### src/rtl/micro_sequencer_pkg.sv
// Shared state codes, entry-code ranges and timeout default for the micro-sequencer
// and the instruction encoder that feeds it.
package micro_sequencer_pkg;

   localparam int MOC_TIMEOUT_DEFAULT = 15;
   localparam int CODE_W = 6;

   typedef logic [CODE_W-1:0] code_t;

   typedef enum logic [CODE_W-1:0] {
      S_RESET       = 6'd0,
      S_FETCH_MAR   = 6'd1,
      S_FETCH_PC    = 6'd2,
      S_FETCH_WAIT  = 6'd3,
      S_DECODE      = 6'd4,
      S_LINK        = 6'd42,
      S_BRANCH      = 6'd43,
      S_BRANCH_LINK = 6'd44,
      S_MEM_ADDR    = 6'd45,
      S_MEM_WAIT    = 6'd46,
      S_WRITEBACK   = 6'd47
   } state_e;

   localparam code_t DP_LO   = 6'd5;
   localparam code_t DP_HI   = 6'd7;
   localparam code_t LS_A_LO = 6'd12;
   localparam code_t LS_A_HI = 6'd26;
   localparam code_t LS_B_LO = 6'd35;
   localparam code_t LS_B_HI = 6'd41;

   typedef struct packed {
      logic mar_ld;
      logic ir_ld;
      logic pc_ld;
      logic rf_ld;
      logic mdr_ld;
      logic cc_ld;
      logic mfa;
      logic rw;
   } ctrl_t;

   function automatic logic is_dp(code_t c);
      return c inside {[DP_LO:DP_HI]};
   endfunction

   function automatic logic is_ls(code_t c);
      return c inside {[LS_A_LO:LS_A_HI], [LS_B_LO:LS_B_HI]};
   endfunction

   // Pre/post-indexed forms write the updated base back in the entry state.
   function automatic logic is_indexed(code_t c);
      return c inside {[6'd14:6'd18], [6'd22:6'd26], 6'd36, 6'd37, 6'd40, 6'd41};
   endfunction

   function automatic logic is_load(code_t c);
      return c inside {[6'd20:6'd26], [6'd39:6'd41]};
   endfunction

   function automatic logic is_entry(code_t c);
      return is_dp(c) || is_ls(c) || (c == S_BRANCH) || (c == S_BRANCH_LINK);
   endfunction

endpackage

### src/rtl/micro_sequencer_if.sv
// Encoder/memory-facing signal bundle of the micro-sequencer.
interface micro_sequencer_if;
   import micro_sequencer_pkg::*;

   // mfa is the memory request, held while the sequencer sits in a wait state;
   // moc is the completion strobe, honoured only in FETCH_WAIT/MEM_WAIT at a rising edge.
   code_t enc_state;
   logic  cond_ok;
   logic  moc;
   code_t state;
   logic  mar_ld, ir_ld, pc_ld, rf_ld, mdr_ld, cc_ld;
   logic  mfa, rw, err;

   modport master (
      output enc_state, cond_ok, moc,
      input  state, mar_ld, ir_ld, pc_ld, rf_ld, mdr_ld, cc_ld, mfa, rw, err
   );

   modport slave (
      input  enc_state, cond_ok, moc,
      output state, mar_ld, ir_ld, pc_ld, rf_ld, mdr_ld, cc_ld, mfa, rw, err
   );

endinterface

### src/rtl/micro_sequencer_ctrl_decode.sv
// Moore decode of the current state code into register enables and memory controls.
module micro_sequencer_ctrl_decode
   import micro_sequencer_pkg::*;
(
   input  code_t state,
   input  logic  dir,
   output ctrl_t ctrl
);

   always_comb begin
      ctrl    = '0;
      ctrl.rw = 1'b1;
      case (state)
         S_FETCH_MAR:  ctrl.mar_ld = 1'b1;
         S_FETCH_PC:   ctrl.pc_ld  = 1'b1;
         S_FETCH_WAIT: begin
            ctrl.mfa   = 1'b1;
            ctrl.ir_ld = 1'b1;
         end
         S_MEM_ADDR:   ctrl.mar_ld = 1'b1;
         S_MEM_WAIT: begin
            ctrl.mfa    = 1'b1;
            ctrl.rw     = dir;
            ctrl.mdr_ld = dir;
         end
         S_WRITEBACK:  ctrl.rf_ld = 1'b1;
         S_LINK:       ctrl.rf_ld = 1'b1;
         S_BRANCH:     ctrl.pc_ld = 1'b1;
         default: begin
            if (is_dp(state)) begin
               ctrl.rf_ld = 1'b1;
               ctrl.cc_ld = 1'b1;
            end else if (is_ls(state) && is_indexed(state)) begin
               ctrl.rf_ld = 1'b1;
            end
         end
      endcase
   end

endmodule

### src/rtl/micro_sequencer.sv
// Instruction-level micro-sequencer: fetch, decode, dispatch to entry states, memory
// waits with timeout, and a sticky error flag for timeouts and illegal entry codes.
module micro_sequencer
   import micro_sequencer_pkg::*;
#(
   parameter int MOC_TIMEOUT = MOC_TIMEOUT_DEFAULT
) (
   input logic             clk,
   input logic             reset,
   micro_sequencer_if.slave bus
);

   localparam int CNT_W = $clog2(MOC_TIMEOUT + 1);

   code_t            state_q, state_d;
   logic             err_q, dir_q;
   logic [CNT_W-1:0] wait_cnt;
   logic             set_err, ld_dir, clr_cnt, inc_cnt, timeout;
   ctrl_t            ctrl;

   assign timeout = (wait_cnt == CNT_W'(MOC_TIMEOUT - 1));

   always_ff @(posedge clk) begin
      if (reset) begin
         state_q  <= S_RESET;
         err_q    <= 1'b0;
         dir_q    <= 1'b0;
         wait_cnt <= '0;
      end else begin
         state_q <= state_d;
         if (set_err) err_q <= 1'b1;
         if (ld_dir)  dir_q <= is_load(state_q);
         if (clr_cnt)      wait_cnt <= '0;
         else if (inc_cnt) wait_cnt <= wait_cnt + 1'b1;
      end
   end

   always_comb begin
      state_d = state_q;
      set_err = 1'b0;
      ld_dir  = 1'b0;
      clr_cnt = 1'b0;
      inc_cnt = 1'b0;
      case (state_q)
         S_RESET:     state_d = S_FETCH_MAR;
         S_FETCH_MAR: state_d = S_FETCH_PC;
         S_FETCH_PC: begin
            state_d = S_FETCH_WAIT;
            clr_cnt = 1'b1;
         end
         S_FETCH_WAIT: begin
            if (bus.moc) begin
               state_d = S_DECODE;
            end else if (timeout) begin
               state_d = S_FETCH_MAR;
               set_err = 1'b1;
            end else begin
               inc_cnt = 1'b1;
            end
         end
         S_DECODE: begin
            if (!bus.cond_ok || bus.enc_state == S_RESET) begin
               state_d = S_FETCH_MAR;
            end else if (is_entry(bus.enc_state)) begin
               state_d = bus.enc_state;
            end else begin
               state_d = S_FETCH_MAR;
               set_err = 1'b1;
            end
         end
         S_MEM_ADDR: begin
            state_d = S_MEM_WAIT;
            clr_cnt = 1'b1;
         end
         S_MEM_WAIT: begin
            // Completion wins over a timeout landing in the same cycle.
            if (bus.moc) begin
               state_d = dir_q ? S_WRITEBACK : S_FETCH_MAR;
            end else if (timeout) begin
               state_d = S_FETCH_MAR;
               set_err = 1'b1;
            end else begin
               inc_cnt = 1'b1;
            end
         end
         S_WRITEBACK:   state_d = S_FETCH_MAR;
         S_LINK:        state_d = S_BRANCH;
         S_BRANCH:      state_d = S_FETCH_MAR;
         S_BRANCH_LINK: state_d = S_LINK;
         default: begin
            if (is_ls(state_q)) begin
               state_d = S_MEM_ADDR;
               ld_dir  = 1'b1;
            end else begin
               state_d = S_FETCH_MAR;
            end
         end
      endcase
   end

   micro_sequencer_ctrl_decode ctrl_decode (
      .state (state_q),
      .dir   (dir_q),
      .ctrl  (ctrl)
   );

   assign bus.state  = state_q;
   assign bus.err    = err_q;
   assign bus.mar_ld = ctrl.mar_ld;
   assign bus.ir_ld  = ctrl.ir_ld;
   assign bus.pc_ld  = ctrl.pc_ld;
   assign bus.rf_ld  = ctrl.rf_ld;
   assign bus.mdr_ld = ctrl.mdr_ld;
   assign bus.cc_ld  = ctrl.cc_ld;
   assign bus.mfa    = ctrl.mfa;
   assign bus.rw     = ctrl.rw;

endmodule

### src/flat_wrapper.sv
// flat-port wrapper written by rule: the top's interface ports become plain ports
module micro_sequencer_flat import micro_sequencer_pkg::*;
#(
   parameter int MOC_TIMEOUT = MOC_TIMEOUT_DEFAULT
)
  (clk, reset, bus_enc_state, bus_cond_ok, bus_moc, bus_state, bus_mar_ld, bus_ir_ld, bus_pc_ld, bus_rf_ld, bus_mdr_ld, bus_cc_ld, bus_mfa, bus_rw, bus_err);
  micro_sequencer_if bus_i ();
  input logic clk;
  input logic reset;
  input wire logic [$bits(bus_i.enc_state)-1:0] bus_enc_state;
  input wire logic [$bits(bus_i.cond_ok)-1:0] bus_cond_ok;
  input wire logic [$bits(bus_i.moc)-1:0] bus_moc;
  output wire logic [$bits(bus_i.state)-1:0] bus_state;
  output wire logic [$bits(bus_i.mar_ld)-1:0] bus_mar_ld;
  output wire logic [$bits(bus_i.ir_ld)-1:0] bus_ir_ld;
  output wire logic [$bits(bus_i.pc_ld)-1:0] bus_pc_ld;
  output wire logic [$bits(bus_i.rf_ld)-1:0] bus_rf_ld;
  output wire logic [$bits(bus_i.mdr_ld)-1:0] bus_mdr_ld;
  output wire logic [$bits(bus_i.cc_ld)-1:0] bus_cc_ld;
  output wire logic [$bits(bus_i.mfa)-1:0] bus_mfa;
  output wire logic [$bits(bus_i.rw)-1:0] bus_rw;
  output wire logic [$bits(bus_i.err)-1:0] bus_err;
  assign bus_i.enc_state = bus_enc_state;
  assign bus_i.cond_ok = bus_cond_ok;
  assign bus_i.moc = bus_moc;
  assign bus_state = bus_i.state;
  assign bus_mar_ld = bus_i.mar_ld;
  assign bus_ir_ld = bus_i.ir_ld;
  assign bus_pc_ld = bus_i.pc_ld;
  assign bus_rf_ld = bus_i.rf_ld;
  assign bus_mdr_ld = bus_i.mdr_ld;
  assign bus_cc_ld = bus_i.cc_ld;
  assign bus_mfa = bus_i.mfa;
  assign bus_rw = bus_i.rw;
  assign bus_err = bus_i.err;
  micro_sequencer #(.MOC_TIMEOUT(MOC_TIMEOUT)) u_core (.clk(clk), .reset(reset), .bus(bus_i));
endmodule
### config.mk
export PLATFORM = sky130hd
export DESIGN_NAME = micro_sequencer_flat
export DESIGN_NICKNAME = d
export VERILOG_FILES = /design/src/rtl/micro_sequencer_pkg.sv /design/src/rtl/micro_sequencer_if.sv /design/src/rtl/micro_sequencer_ctrl_decode.sv /design/src/rtl/micro_sequencer.sv /design/src/flat_wrapper.sv
export SDC_FILE = /design/constraint.sdc
export NUM_CORES = 1
export LEC_CHECK = 0
export ABC_AREA = 1
export BUFFER_PORTS_ARGS = -buffer_cell sky130_fd_sc_hd__buf_2
export CORE_UTILIZATION = 55
export DETAILED_ROUTE_END_ITERATION = 12
export PLACE_DENSITY_LB_ADDON = 0.05
export SETUP_SLACK_MARGIN = 0.3
export SLEW_MARGIN = 30
export SYNTH_ARGS = -nofsm -noshare
export SYNTH_HDL_FRONTEND = slang
export SYNTH_SLANG_ARGS = --single-unit
### constraint.sdc
create_clock -name clk -period 3 [get_ports clk]
set_clock_uncertainty 0.05 [all_clocks]
set_input_delay 0.3 -clock clk [delete_from_list [all_inputs] [get_ports clk]]
set_output_delay 0.3 -clock clk [all_outputs]
set_load 0.05 [all_outputs]
Word-level counts from Yosys, hierarchy flattened
Index checks and enable logic that the tools add are counted.

operators by class
  add/sub/neg operators = 1
  order comparisons = 17
  equal/unequal tests = 17
  multiplexer cells = 30
  reductions and logical operators = 32

operators with widths
  cell                                                                                  number
  6-bit == test (second input constant)                                                 12
  6-bit one-hot mux with 9 select lines                                                 1
  6-bit two-way mux                                                                     7
  1-bit two-way mux                                                                     20
  6-bit by 4-bit greater-or-equal comparator with 1-bit output (second input constant)  3
  6-bit greater-or-equal comparator (second input constant)                             3
  6-bit by 5-bit less-or-equal comparator with 1-bit output (second input constant)     3
  6-bit by 2-bit == test with 1-bit output (second input constant)                      2
  6-bit by 3-bit greater-or-equal comparator with 1-bit output (second input constant)  2
  6-bit by 5-bit greater-or-equal comparator with 1-bit output (second input constant)  2
  6-bit by 3-bit less-or-equal comparator with 1-bit output (second input constant)     2
  6-bit less-or-equal comparator (second input constant)                                2
  6-bit logical NOT                                                                     2
  2-bit OR reduction                                                                    6
  1-bit logical AND                                                                     11
  11-bit OR reduction                                                                   1
  8-bit OR reduction                                                                    1
  6-bit by 1-bit == test with 1-bit output (second input constant)                      1
  6-bit by 3-bit == test with 1-bit output (second input constant)                      1
  2-bit nonzero test                                                                    3
  6-bit nonzero test                                                                    1
  6-bit OR reduction                                                                    1
  4-bit by 1-bit adder with 4-bit output (second input constant)                        1
  4-bit == test (second input constant)                                                 1
  4 further kinds                                                                       8

word-level totals
  flip-flop bits (word level) = 12
  input port bits = 10
  output and inout port bits = 15

Longest topological paths before layout
Gate-level depths: netlist of run 1.

  depth in word-level cells = 9
  depth in mapped cells = 11
  gate-level depth less buffers = 11

By module
Synthesis of run 1 repeated with hierarchy kept, for this count alone.

second synthesis, totals
  cell total of the unflattened synthesis = 223
  area, all modules = 1,243.7 um^2

modules (own cells, without submodules)
  module                       times used  cells each  area an instance (um^2)  seq. area each (um^2)
  micro_sequencer              1           168         992.2                    240.2
  micro_sequencer_ctrl_decode  1           55          251.5                    0.0

Least setup slack after synthesis of run 1
Ideal clock, no wire load.

  path type = reg-to-output
  start = register u_core.state_q[2] (netlist: u_core.bus.state[2])
  end = output port bus_rf_ld
  arrival = 2.590 ns
  slack = 0.060 ns
  cell stages (with the launch flop) = 5
  path buffers = 0
  cells stage by stage = dfxtp_1 -> nand2_1 -> nor3_1 -> nor2_1 -> nand3_1

between the ends
  cells in the longest elaborated chain, start to end = 7
  elaborated cells between the ends (all ways) = 34
  classes of those cells = order compare: 9; eq/ne: 12; mux: 3; reduce/logical: 10

RTL lines
  what                                                                                        line                                                  RTL
  start: declaration                                                                          micro_sequencer.sv:15                                 code_t state_q, state_d;
  start signal: assignment                                                                    micro_sequencer.sv:30                                 state_q <= state_d;
  6-bit by 4-bit greater-or-equal comparator with 1-bit output, or another cell as far along  micro_sequencer_pkg.sv:52                             return c inside {[6'd14:6'd18], [6'd22:6'd26], 6'd36, 6'd37, 6'd40, 6'd41};
  1-bit logical AND, on equally long branches                                                 micro_sequencer_pkg.sv:52, micro_sequencer_pkg.sv:47
  6-bit nonzero test or 2-bit nonzero test (tied branches)                                    micro_sequencer_pkg.sv:52, micro_sequencer_pkg.sv:47
  1-bit logical AND                                                                           micro_sequencer_ctrl_decode.sv:33                     end else if (is_ls(state) && is_indexed(state)) begin
  1-bit two-way mux                                                                           micro_sequencer_ctrl_decode.sv:33
  1-bit two-way mux                                                                           micro_sequencer_ctrl_decode.sv:30                     if (is_dp(state)) begin
  1-bit one-hot mux with 2 select lines (*)                                                   micro_sequencer_ctrl_decode.sv:13                     case (state)
  end: declaration                                                                            flat_wrapper.sv:17                                    output wire logic [$bits(bus_i.rf_ld)-1:0] bus_rf_ld;

Every way passes the cells marked *; elsewhere a longest branch is shown, timed or not.

Final worst setup path of run 1
  start = register u_core.state_q[4] (netlist: u_core.bus.state[4])
  end = output port bus_rf_ld

The elaborated chain is that of the path after synthesis.

==> results of run 1 <==
## state kept, by name, summed over array words and instances, names as in the netlist
signal	count
u_core.wait_cnt	4
u_core.bus.state	6
u_core.bus.err	1
u_core.dir_q	1
## worst paths after layout
path / start / to / slack [ns] / depth (start not counted)
max: u_core.bus.state[4] / bus_rf_ld / 0.96 / 8
min: reset / u_core.bus.state[0] / 0.20 / 2
max reg2reg: u_core.bus.state[4] / u_core.bus.state[3] / 1.34 / 9
min reg2reg: u_core.wait_cnt[0] / u_core.wait_cnt[0] / 0.46 / 2
## power by group through the flow
| stage | registers [mW] | logic (mW) | clock network (mW) |
|---|---|---|---|
| final | 0.182 | 0.194 | 0.0923 |
| after global routing | 0.183 | 0.215 | 0.0991 |
| after CTS | 0.182 | 0.193 | 0.0955 |
| after detailed placement | 0.185 | 0.193 | 0 |
| after global placement | 0.184 | 0.191 | 0 |
| after floorplan | 0.206 | 0.125 | 0 |
## cell type report
class | instances | area [µm²]
Multi-Input combinational cell | 155 | 750.7
Clock buffer | 3 | 22.52
Inverter | 31 | 116.4
Timing Repair Buffer | 24 | 120.1
Tap cell | 25 | 31.28
Fill cell | 193 | 520.5
Sequential cell | 12 | 240.2
## cells in the mapped netlist, types with 2 or more instances
cell type and n:
nand2_1 64, nand2_2 3, nand4_1 3, nor3_1 4, nand3_1 20, nor3b_1 2
o21ai_1 3, inv_1 26, dfxtp_1 12, nand2_4 3, clkinv_1 2, o21ai_0 6
nor2_1 26, inv_2 3, a21oi_1 8, ha_1 2, o211ai_1 2, nor2_2 2
## kinds of logic after synthesis
| logic type | after synthesis | synth area share, % |
|---|---|---|
| buf+inv | 31 | 10.56 |
| flops | 12 | 21.79 |
| fa+ha+maj | 2 | 2.270 |
| simple gates | 131 | 54.26 |
| compound gates | 22 | 11.12 |
## per-layer routing
metal	wire (µm)	part of all wire, %	vias up
met4	51	1.9	0
met5	0	0	-
met1	1152	43	553
li1	-	-	685
met3	149	5.6	9
met2	1298	49	55
==> metrics.md, run 1 <==
| Metric | Value |
|---|---|
| Final instance area | 1281 µm² |
| Worst path slowest cell | dfxtp_1 |
| Worst slew pin tran | 0.3529 ns |
| Commonest non-fill, non-tap cells in the layout | nand2_1 (64), inv_1 (26), nor2_1 (26) |
| Seq pwr share | 38.9% |
| Die W | 46.77 µm |
| GR Layer Usage met2 | 51.67% |
| TNS Setup | 0 ns |
| Minimum clock period | 2.036 ns |
| Total Power | 0.4679 mW |
| Initial antenna violation count | 0 |
| Final Util | 71.11% |
| Unrepaired setup endpoints after global routing | no |
| PostCTS Resize Cnt | 0 |
| GR peak layer | met2 |
| DP HPWL | 2.206 mm |
| Share of layout cells above drive strength 1 | 19.11% |
| Critical Path Source Type | register |
| Post-synth EDFFs | 0 |
| Post-Syn Nets | 210 |
| Syn avg cell area | 5.567 µm² |
| Final setup fails | 0 |
| Critical path cell sequence | inv_2 > nand2_2 > nor2_1 > a21oi_1 > o21ai_0 > nor2_1 > nand3_1 > buf_2 |
| CTS tree | done |
| Clk buf depth | 2 |
| Static leakage | 0.7146 nW |
| Mapped Area | 1102 µm² |
| Data required, critical path | 2.65 ns |
| Slew HR | 76.29% |
| Peak supply drop | 0.2526 mV |
| Layout area overhead | 16.23% |
| ANT cells | 0 |
| Post-CTS Hold Fix Bufs | 0 |
| Final Hold Viols | 0 |
| Int Pwr | 0.2640 mW |
| Routed WL per cell | 10.60 µm |
| Hold Crit Class | input pin to register |
| Post-route worst setup slack | 0.9637 ns |
| Most used cell, CP | nor2_1 |
| CTS Sinks | 12 |
| Flops & latches, synth | 12 |
| Largest net degree at the start of global routing | 9 |
| Largest stage delay on the critical path | 0.38 ns |
| Net Sw Power | 0.2038 mW |
| Grt total ovfl | 0 |
| Post-Synthesis Cells | 198 |
| Total CTS buffers | 3 |
| Worst-path maximum fanout | 7 |
| Setup WS pre-CTS | 1.255 ns |
| Grt met3 use | 2.692% |
| Total of max-cap violations | 0 |
| Clock power frac | 19.7% |
| Vias in the first global route | 1,110 |
| Ys flop type | dfxtp_1 |
| First-pass GRT wire length | 4.450 mm |
| Crit-path leading delay family | simple AND/OR/NAND/NOR gates |
| Root Driver | clkbuf_4 |
| DRC | 0 |
| Comb pwr share | 41.4% |
| Worst hold margin | 0.2025 ns |
| Arrival @ worst endpoint | 1.69 ns |
| Fmax | 491.1 MHz |
| Synth area leader | dfxtp_1 |
| Tcrit/Tclk final | 67.88% |
| Setup Buffers After CTS | 0 |
| Share of the synthesized area in the top cell type | 21.79% |
| I/O pin cnt | 25 |
| ANT nets after route | 0 |
| Final wirelength | 2.651 mm |
| Placed cell areas | 1259 µm² |
| Post-layout nets | 239 |
| Via density per instance | 5.208 |
| Cell Count, Final, Fillers Out | 250 |
| Pwr dens | 365.2 nW/µm² |
| Critical path capture point type | output pin |
| M1 GR Usage | 34.43% |
| All-layer global routing usage | 28.12% |
| Clock-pin slew on the worst setup and hold paths | 0.06 ns |
| DR iter-0 viols | 47 |
| Die footprint | 2187 µm² |
| Ys async rst share | 0% |
| Via Count | 1,302 |
| Chip height | 46.77 µm |
| H-tree depth | 1 |
| Status | complete, no violations |
| Initial DRT Pass Iterations | 4 |
| Count of pins over their slew limit | 0 |
| Gp weighted congestion | 0.9486 |
| Crit path buffers/inverters | 2 |
| Ranking of synthesized cells by area | dfxtp_1 (22%), nand2_1 (22%), nand3_1 (9.1%), inv_1 (8.9%), nor2_1 (8.9%) |
| PortBufs | 24 |
| Rows | 15 |
| Placed Cells | 247 |
| Core Box Area | 1802 µm² |
| Sequential-to-total area share from yosys stat | 21.79% |
| Commonest non-fill, non-tap cell in the layout | nand2_1 |
| Post-synth cell types | 25 |
| Ys Warns | 0 |
| Initial core utilization | 61.18% |
| CP Class | register to output pin |
| Clock latency on the worst-skew pair | 0.27 ns |
| Sw Ratio | 43.56% |
(Power assumes the default switching activity.)
==> inputs of run 2 (changes only) <==
--- a/config.mk
+++ b/config.mk
@@ -7,7 +7,7 @@
 export LEC_CHECK = 0
 export ABC_AREA = 1
 export BUFFER_PORTS_ARGS = -buffer_cell sky130_fd_sc_hd__buf_2
-export CORE_UTILIZATION = 55
+export CORE_UTILIZATION = 53
 export DETAILED_ROUTE_END_ITERATION = 12
 export PLACE_DENSITY_LB_ADDON = 0.05
 export SETUP_SLACK_MARGIN = 0.3
==> constraint.sdc (replaced) <==
create_clock -name clk -period 2 [get_ports clk]
set_clock_uncertainty 0.05 [all_clocks]
set_input_delay 0.2 -clock clk [delete_from_list [all_inputs] [get_ports clk]]
set_output_delay 0.2 -clock clk [all_outputs]
set_load 0.05 [all_outputs]
==> run 2 against run 1 <==
- sequential share of layout area decreased by 0.96 points
- clock power increased by 100%
- non-clock buffer count increased by 7
- critical path depth unchanged
- flip-flop and latch count unchanged
- setup slack got worse by 0.70 ns
- total power increased by 68%
- die area increased by 3.6%
- worst hold slack got worse by 0.11 ns
- critical endpoint unchanged
==> metrics.md, run 2 (synthesis gave the netlist of run 1 again) <==
| Metric | Value |
|---|---|
| Total of max-cap violations | 0 |
| I/O pin cnt | 25 |
| Clock power frac | 23.7% |
| DR iter-0 viols | 49 |
| Peak supply drop | 0.4016 mV |
| Initial core utilization | 56.19% |
| Count of pins over their slew limit | 0 |
| Worst-path maximum fanout | 7 |
| Worst path slowest cell | dfxtp_4 |
| Sw Ratio | 41.75% |
| Critical path capture point type | output pin |
| DRC | 0 |
| Arrival @ worst endpoint | 1.49 ns |
| Commonest non-fill, non-tap cell in the layout | nand2_1 |
| Die W | 47.61 µm |
| Unrepaired setup endpoints after global routing | yes |
| Via density per instance | 5.200 |
| Final Hold Viols | 0 |
| Grt total ovfl | 0 |
| Crit path buffers/inverters | 2 |
| Fmax | 574.9 MHz |
| Max reg flops | 6 |
| Int Pwr | 0.4574 mW |
| Initial antenna violation count | 0 |
| Placed cell areas | 1304 µm² |
| Share of layout cells above drive strength 1 | 30.90% |
| Total CTS buffers | 3 |
| Pwr dens | 536.9 nW/µm² |
| Final instance area | 1463 µm² |
| Critical path cell sequence | inv_2 > nand2_2 > o211ai_1 > nand3_1 > o21ai_1 > nor2_2 > nand3_4 > buf_8 |
| Static leakage | 0.7814 nW |
| Worst slew pin tran | 0.3526 ns |
| ANT nets after route | 0 |
| Initial DRT Pass Iterations | 4 |
| PortBufs | 24 |
| Rows | 16 |
| CP Depth | 8 |
| Root Driver | clkbuf_4 |
| H-tree depth | 1 |
| First-pass GRT wire length | 4.471 mm |
| Final Util | 74.55% |
| Tcrit/Tclk final | 86.97% |
| Post-layout nets | 246 |
| Clk buf depth | 2 |
| CTS tree | done |
| Die footprint | 2266 µm² |
| Largest stage delay on the critical path | 0.38 ns |
| Vias in the first global route | 1,078 |
| Comb pwr share | 41.2% |
| ANT cells | 0 |
| Gp weighted congestion | 0.9037 |
| All-layer global routing usage | 27.64% |
| Chip height | 47.61 µm |
| Status | complete, no violations |
| DP HPWL | 2.302 mm |
| Critical Path Source Type | register |
| Post-CTS Hold Fix Bufs | 0 |
| Seq pwr share | 35.1% |
| Largest net degree at the start of global routing | 8 |
| Commonest non-fill, non-tap cells in the layout | nand2_1 (61), inv_1 (22), nor2_1 (20) |
| Total Power | 0.7853 mW |
| Clock-pin slew on the worst setup and hold paths | 0.08 ns |
| CP Class | register to output pin |
| Net Sw Power | 0.3279 mW |
| Layout area overhead | 32.69% |
| Crit-path leading delay family | flip-flops |
| Routed WL per cell | 11.28 µm |
| Slew HR | 76.32% |
| Hold Crit Class | input pin to register |
| Core Box Area | 1962 µm² |
| Minimum clock period | 1.739 ns |
| Data required, critical path | 1.75 ns |
| CTS Sinks | 12 |
| Final setup fails | 0 |
| Final wirelength | 2.933 mm |
| Clock latency on the worst-skew pair | 0.27 ns |
| Cells on Worst Hold Path | 2 |
| R2R depth | 8 |
| TNS Setup | 0 ns |
| Via Count | 1,352 |
-- run 2: power by group through the flow --
stage,Sequential (mW),Combinational (mW),Clock [mW]
2_1_floorplan,0.313,0.193,0
3_3_place_gp,0.281,0.292,0
3_5_place_dp,0.282,0.296,0
4_1_cts,0.274,0.309,0.190
5_1_grt,0.277,0.354,0.201
6_report,0.276,0.323,0.186
-- run 2: cell type report --
class / count / area, µm²
sequential: 12 / 260.3
timing repair buffer: 31 / 205.2
tap: 27 / 33.78
fill: 171 / 499.2
inverter: 31 / 121.4
clock buffer: 4 / 36.28
multi-input combinational: 155 / 805.8
-- run 2: final timing paths --
check	slack (ns)	to	from
worst max-delay path	0.26	bus_rf_ld	u_core.bus.state[3]
worst min-delay path	0.09	u_core.bus.state[1]	reset
worst max register to register	0.43	u_core.bus.state[5]	u_core.bus.state[1]
worst min register to register	0.46	u_core.wait_cnt[0]	u_core.wait_cnt[0]
-- run 2: timing repair --
| item | CTS | global route |
|---|---|---|
| endpoints found under the setup margin | 4 | 13 |
| gates resized for setup | 19 | 12 |
| pin swaps | 5 | 2 |
| setup buffers | 6 | 1 |
-- run 2: metal layers --
layer / track usage (%) / routed length, µm / share of wire (%)
met1: 34.70 / 1274 / 43
met4: 11.11 / 38 / 1.3
met3: 4.151 / 143 / 4.9
met5: 0 / 0 / 0
met2: 47.40 / 1477 / 50
-- run 2: worst register-to-register path, cell delays in order (launching register included) --
cell	delay [ns]
dfxtp_4	0.38
inv_1	0.12
nor2_2	0.08
nand2_1	0.20
nand3_1	0.12
nor3_1	0.30
nand2_1	0.10
nand2_1	0.07
nand2_1	0.04
-- run 2: per-stage QoR --
step,setup slack (ns),hold slack [ns],std cells
after floorplan,0.3052,0.2094,198
after global placement,0.4119,0.3748,249
after detailed placement,0.3308,0.3774,249
after CTS,0.2724,0.08701,259
after global routing,0.2178,0.09272,260
final,0.2606,0.08863,260
